**src/rtl/jtpopeye_txt_arb.sv**
```systemverilog
// jtpopeye_txt_arb
// Shares the text-layer tile RAMs (code plane and colour plane) between
// CPU writes and the video scan. Every 8-pixel character cell reserves one
// slot for the scan fetch. All other slots are free for queued CPU writes,
// and so is every slot during blanking. CPU writes go through a small FIFO,
// so the CPU is held off only while that FIFO is full.
//
// Ports:
//   clk, rst       system clock, asynchronous active-high reset
//   pxl_cen        pixel clock enable; RAM-side outputs change only on these edges
//   H              horizontal pixel counter low bits (slot index within a cell)
//   blank          1 during horizontal or vertical blanking
//   scan_addr      tile address {V[7:3],H[7:3]} for the current scan fetch
//   cpu_we         CPU write request, sampled on every clk edge
//   cpu_addr       decoded CPU address: [11:10] 00 code, 01 colour, 1x ignored
//   cpu_din        CPU write data
//   cpu_wait       write queue full
//   ram_addr       address shared by both tile RAMs
//   ram_din        write data for the tile RAMs
//   code_we        code-plane write enable, one pxl_cen period wide
//   col_we         colour-plane write enable, one pxl_cen period wide
//   fetch          high for the pxl_cen period in which ram_addr is a scan address
//   ovf            sticky flag, set when a CPU write is dropped on a full queue
module jtpopeye_txt_arb #(
    parameter int         FIFO_AW    = 2,
    parameter logic [2:0] FETCH_SLOT = 3'd5
) (
    input  logic        clk,
    input  logic        rst,
    input  logic        pxl_cen,
    input  logic [2:0]  H,
    input  logic        blank,
    input  logic [9:0]  scan_addr,
    input  logic        cpu_we,
    input  logic [11:0] cpu_addr,
    input  logic [7:0]  cpu_din,
    output logic        cpu_wait,
    output logic [9:0]  ram_addr,
    output logic [7:0]  ram_din,
    output logic        code_we,
    output logic        col_we,
    output logic        fetch,
    output logic        ovf
);

    localparam int               DEPTH   = 1 << FIFO_AW;
    localparam logic [FIFO_AW:0] PTR_ONE = 1;

    // Queue entry layout: [18] plane select, [17:8] tile address, [7:0] data
    logic [18:0]      mem [DEPTH];
    logic [FIFO_AW:0] wr_ptr;
    logic [FIFO_AW:0] rd_ptr;
    logic [18:0]      head;
    logic             full;
    logic             empty;
    logic             cpu_req;
    logic             push;
    logic             fetch_slot;
    logic             pop;

    // The pointers carry one extra wrap bit, so a full queue and an empty
    // queue can be told apart even though both have equal index bits.
    assign full  = (wr_ptr[FIFO_AW] != rd_ptr[FIFO_AW]) &&
                   (wr_ptr[FIFO_AW-1:0] == rd_ptr[FIFO_AW-1:0]);
    assign empty = (wr_ptr == rd_ptr);

    assign cpu_wait = full;

    // Fullness is taken before any pop on the same edge, so a slot freed by a
    // pop on that edge is not available to a push on that same edge.
    assign cpu_req    = cpu_we && !cpu_addr[11];
    assign push       = cpu_req && !full;
    assign fetch_slot = !blank && (H == FETCH_SLOT);
    assign pop        = pxl_cen && !fetch_slot && !empty;
    assign head       = mem[rd_ptr[FIFO_AW-1:0]];

    // Write side of the queue, plus the sticky overflow flag for writes that
    // arrive while the queue is full.
    always_ff @(posedge clk or posedge rst) begin
        if (rst) begin
            wr_ptr <= '0;
            ovf    <= 1'b0;
        end else if (cpu_req) begin
            if (full) begin
                ovf <= 1'b1;
            end else begin
                wr_ptr <= wr_ptr + PTR_ONE;
            end
        end
    end

    // Queue storage does not need a reset. After reset the pointers mark the
    // queue empty, so stale contents are never issued.
    always_ff @(posedge clk) begin
        if (push) begin
            mem[wr_ptr[FIFO_AW-1:0]] <= {cpu_addr[10:0], cpu_din};
        end
    end

    // Read side of the queue: it advances only when a write slot actually
    // issues an entry.
    always_ff @(posedge clk or posedge rst) begin
        if (rst) begin
            rd_ptr <= '0;
        end else if (pop) begin
            rd_ptr <= rd_ptr + PTR_ONE;
        end
    end

    // Slot decision on each pixel enable. The fetch slot always wins and
    // leaves the queue untouched. Any other slot issues the queue head, or
    // parks the read port on the scan address when there is nothing to write.
    always_ff @(posedge clk or posedge rst) begin
        if (rst) begin
            ram_addr <= '0;
            ram_din  <= '0;
            code_we  <= 1'b0;
            col_we   <= 1'b0;
            fetch    <= 1'b0;
        end else if (pxl_cen) begin
            if (fetch_slot) begin
                ram_addr <= scan_addr;
                fetch    <= 1'b1;
                code_we  <= 1'b0;
                col_we   <= 1'b0;
            end else if (!empty) begin
                ram_addr <= head[17:8];
                ram_din  <= head[7:0];
                code_we  <= !head[18];
                col_we   <= head[18];
                fetch    <= 1'b0;
            end else begin
                ram_addr <= scan_addr;
                code_we  <= 1'b0;
                col_we   <= 1'b0;
                fetch    <= 1'b0;
            end
        end
    end

endmodule

```
**config.mk**
```make
export PLATFORM = sky130hd
export DESIGN_NAME = jtpopeye_txt_arb
export DESIGN_NICKNAME = d
export VERILOG_FILES = /design/src/rtl/jtpopeye_txt_arb.sv
export SDC_FILE = /design/constraint.sdc
export NUM_CORES = 1
export LEC_CHECK = 0
export CAP_MARGIN = 25
export CORE_MARGIN = 5
export CORE_UTILIZATION = 34
export CTS_CLUSTER_SIZE = 16
export DETAILED_ROUTE_END_ITERATION = 8
export SETUP_SLACK_MARGIN = 0.3
export SYNTH_ARGS = -nofsm -noshare
export SYNTH_HDL_FRONTEND = slang
export SYNTH_SLANG_ARGS = --single-unit
```
**constraint.sdc**
```tcl
create_clock -name clk -period 1.73 [get_ports clk]
set_input_delay 0.2595 -clock clk [delete_from_list [all_inputs] [get_ports clk]]
set_output_delay 0.2595 -clock clk [all_outputs]
set_load 0.01 [all_outputs]
```
# Yosys cells after proc, flatten, opt, wreduce, memory -nomap -nowiden
# Memories as Yosys holds them, arrays and structs flattened.
# Index checks and enable logic that the tools add are counted.
dict set report totals {
  ff_bits 28
  ram_bits 76
  input_bits 38
  wordCells 42
  memories 1
}
# name depth width read_ports rd_ports_with_merged_regs write_ports line
set memory_table {}
lappend memory_table {mem 4 19 1 0 1 50} ;# logic [18:0] mem [DEPTH];
dict set report classes {
  add_sub_neg 2
  n_eq_ne 4
  muxes 9
  bitwise 3
  reduce_logical 15
}
# op count
set ops {}
lappend ops {{$mux W10} 2}
lappend ops {{$mux W1} 7}
lappend ops {{$add A3 B1 Y3 const B} 2}
lappend ops {{$logic_and A1 B1 Y1} 6}
lappend ops {{$logic_not A1 Y1} 6}
lappend ops {{$reduce_and A2 Y1} 2}
lappend ops {{$eq A3 B3 Y1} 1}
lappend ops {{$eq A3 B3 Y1 const B} 1}
lappend ops {{$not A1 Y1} 3}
lappend ops {{$reduce_and A3 Y1} 1}
lappend ops {{$eq A2 B2 Y1} 1}
lappend ops {{$ne A1 B1 Y1} 1}

# Logic depth before layout (Yosys ltp)
dict set report depth {
  word_depth 6
  depth_mapped 5
  ltp_nobuf 4
}

# Least setup slack after synthesis
# OpenSTA, ideal clock, no wires.
dict set report synth_timing {
  kind {reg2reg}
  startpoint {reg rd_ptr[0]}
  endpoint {mem mem[3][0], enable pin}
  setup_time_ns 0.379
  t_arrival_ns 1.473
  required_ns 1.351
  path_slack_ns -0.122
  path_stages_with_launch 4
  path_buffers 0
  path_cell_list {dfrtp_1 -> xnor2_2 -> a31oi_2 -> and2_1}
}
dict set report synth_via {
  elab_chain_cells 6
}
# item line
set synth_lines {}
lappend synth_lines {{start: declaration} 52} ;# logic [FIFO_AW:0] rd_ptr;
lappend synth_lines {{start signal: assignment} 106} ;# rd_ptr <= rd_ptr + PTR_ONE;
lappend synth_lines {{$eq A2 B2 Y1} 64} ;# (wr_ptr[FIFO_AW-1:0] == rd_ptr[FIFO_AW-1:0]);
lappend synth_lines {{$logic_and A1 B1 Y1} 63} ;# assign full = (wr_ptr[FIFO_AW] != rd_ptr[FIFO_AW]) &&
lappend synth_lines {{$logic_not A1 Y1} 72} ;# assign push = cpu_req && !full;
lappend synth_lines {{$logic_and A1 B1 Y1} 72}
lappend synth_lines {{$mux W1} 95} ;# if (push) begin
lappend synth_lines {{$mux W1 (not written as such)} 96} ;# mem[wr_ptr[FIFO_AW-1:0]] <= {cpu_addr[10:0], cpu_din};
lappend synth_lines {{end: declaration} 50}
# No other way between the ends.

# Final worst setup path
dict set report layout_timing {
  startpoint {reg rd_ptr[0]}
  endpoint {mem mem[1][7], enable pin}
}
# Same word-level chain as after synthesis.

==> impl_metrics.yaml <==
status:
  status: "completed"
logic_synthesis:
  syn_nets: 253
  syn_area_per_cell_um2: 19.36
  ys_seq_area_share_pct: 73.38
  postSynthCellCount: 210
  synth.distinct_cells: 28
  synthesis.area_um2: 4065
  synth_common_cells: "edfxtp_1, dfrtp_1, mux4_2"
  synth_ff_type: "edfxtp_1"
  synth_edf_count: 76
  ys_ff_latch: 104
  yosysTopAreaCellShare_pct: 56.14
  synth_most_common_cell: "edfxtp_1"
  netlist.top_cell.by_area: "edfxtp_1"
  synth.area.top_cells: "edfxtp_1, dfrtp_1, mux4_2"
  async_reset_ff_share_pct: 26.92
  yosysWarnings: 0
grt:
  gr-total-overflow: 0
  grt_antenna_before_repair: 0
  grt_max_degree: 29
  grt_pass1_vias: 2375
  grt_first_pass_wirelength_um: 12970
  grt.total_usage_pct: 12.12
power_and_ir_drop:
  power_leakage_nw: 2.112
  total_power_mw: 9.393
  clockPowerShare_pct: 22.2
  power_density_nw_per_um2: 1672
  internal_power_mw: 6.513
  seqPwrFrac_pct: 37.2
  ir_drop_v: 0.0006179
  power_switching_mw: 2.880
  combPwrFrac_pct: 40.7
  switching_share_pct: 30.66
clock_tree:
  numCtsBuffers: 9
  cts-root-buf: "clkbuf_16"
  holdBufCountCts: 0
  clk_pin_slew_ns: 0.07
  cts_tree: "done"
  clock-sinks: 104
  htreeDepth: 3
  clock_latency_ns: 0.33
  clockBufferDepth: 2
timing:
  max_freq_ghz: 0.5970
  slew_violations: 0
  tightest_slew_ns: 0.4676
  fin_setup_tns_ns: 0
  hold_viol_final: 0
  slew-limit-headroom_pct: 68.78
  whs_ns: 0.3177
  fin_crit_ns: 1.675
  finalSetupViolations: 0
  grt_setup_unrepaired: "true"
  finalCritPeriodShare_pct: 96.83
  fin_worst_skew_ns: 0.007087
final_layout:
  drive_gt1_share_pct: 28.85
  nets: 350
  areaGrowthSynthToFinish_pct: 38.20
  postLayoutCellArea_um2: 5618
  antennaDiodeCount: 0
worst_hold_path:
  min_path_type: "in2async"
setup_path:
  path_cells: "xnor2_2, buf_6, a31oi_4, and2_4, clkbuf_16"
  path_class: "reg2reg"
  critPathTopFamily: "flip-flops"
  critPathLaunchType: "flop"
  end_kind: "flop"
  cp.arrival_ns: 1.73
  cpMaxStageDelayCell: "dfrtp_2"
  path_max_fanout: 7
  crit_buf_inv: 2
  cpPeakStageDelay_ns: 0.45
  cp_data_required_time_ns: 1.78
drt:
  first_iter_violations: 84
  post_drt_wl_per_cell_um: 18.55
  drc: 0
  ant_nets: 0
  dr.pass1.iters: 4
  vias_per_cell: 4.813
  routed_wl_um: 8516
  via_count: 2209
placement:
  dpl_cell_area_um2: 5009
  io_buffers: 60
  dp.final_hpwl_um: 5119
  place.gp.congestion: 0.7128
floorplan:
  ios: 61
  die_x_um: 119.3
  core_area_um2: 11860
  initial_core_util_pct: 34.27
  rows: 40
  dieArea_um2: 14240
  die_h_um: 119.3
flow_run:
  max_cap_violations: 0
-- power by group through the flow --
stage | clock, mW | combinational [mW] | sequential [mW]
after floorplan | 0 | 1.80 | 3.62
after global placement | 0 | 2.99 | 3.53
after detailed placement | 0 | 3.02 | 3.54
after CTS | 2.14 | 3.39 | 3.49
after global routing | 2.23 | 4.13 | 3.55
final | 2.08 | 3.82 | 3.49
-- cell usage in the layout, fill, tap and decap left out, types with 7 or more instances in the layout --
cell type and instances:
clkbuf_16 12, dfrtp_1 25, mux2i_1 9, edfxtp_1 76
nor2_1 13, buf_4 15, buf_12 7, clkdlybuf4s50_1 37
dlygate4sd2_1 22, mux4_2 19, buf_6 7, a21oi_1 10
-- metal layers --
layer	global-route usage, %	vias up	wire length (um)	share of wire, %
li1	-	1016	-	-
met1	15.06	1135	3640	43
met2	20.81	49	4436	52
met3	2.612	9	327	3.8
met4	4.510	0	112	1.3
met5	0	-	0	0
-- kinds of logic (layout without fill, tap and decap cells) --
family          count (synthesis)  count (layout)  share of synthesized area, %
buf+inv                        13             113                         1.508
compound gates                 16              17                         2.585
flops                         104             104                         73.38
simple gates                   25              26                         2.955
mux                            39              39                         15.76
fa+ha+maj                       5               5                         1.539
xor+xnor                        8               8                         2.278
-- worst reg2reg max path, stage by stage, from the launching register on --
cell and delay [ns]:
dfrtp_2 0.45, xnor2_2 0.16, buf_6 0.14, a31oi_4 0.23, and2_4 0.25, clkbuf_16 0.17
-- final timing paths --
check	cells after the start	start	slack (ns)	to
min	3	rst	0.32	ram_addr[1]$_DFFE_PP0P_
max	5	rd_ptr[0]$_DFFE_PP0P_	0.05	mem[1][7]$_DFFE_PP_
min in group clk	1	ram_din[1]$_DFFE_PP0P_	0.48	ram_din[1]$_DFFE_PP0P_
min reg2reg	1	ram_din[1]$_DFFE_PP0P_	0.48	ram_din[1]$_DFFE_PP0P_
max reg2reg	5	rd_ptr[0]$_DFFE_PP0P_	0.05	mem[1][7]$_DFFE_PP_
max in group asynchronous	3	rst	1.10	rd_ptr[0]$_DFFE_PP0P_
-- what timing repair did --
| action | CTS | global route |
|---|---|---|
| gates cloned | 2 | 3 |
| endpoints found under the setup margin | 121 | 102 |
| pin swaps | 6 | 9 |
| hold endpoints to repair | 0 | 0 |
| resized for setup | 38 | 13 |
| setup buffers | 6 | 6 |
-- state kept, by name, summed over array words and instances (netlist names) --
register and count:
ram_addr 10, col_we 1, code_we 1, ovf 1, fetch 1, mem 76
rd_ptr 3, ram_din 8, wr_ptr 3
-- final cells by class --
| class | count | area, um2 |
|---|---|---|
| Clock buffer | 9 | 225.2 |
| Timing Repair Buffer | 92 | 974.7 |
| Tap cell | 147 | 183.9 |
| Inverter | 5 | 18.77 |
| Sequential cell | 104 | 2987 |
| Multi-Input combinational cell | 95 | 1140 |
| Clock inverter | 7 | 88.84 |
| Fill cell | 1034 | 6243 |
-- metrics by stage --
| stage | worst slack [ns] | cells | utilization [%] |
|---|---|---|---|
| 2_1_floorplan | 0.1827 | 210 | - |
| 3_3_place_gp | -0.2870 | 426 | 42.23 |
| 3_5_place_dp | -0.3677 | 426 | 42.23 |
| 4_1_cts | 0.07905 | 450 | 45.90 |
| 5_1_grt | 0.01176 | 459 | 47.36 |
| 6_report | 0.05485 | 459 | 47.36 |
No activity file was read; power rests on OpenSTA's default activity.
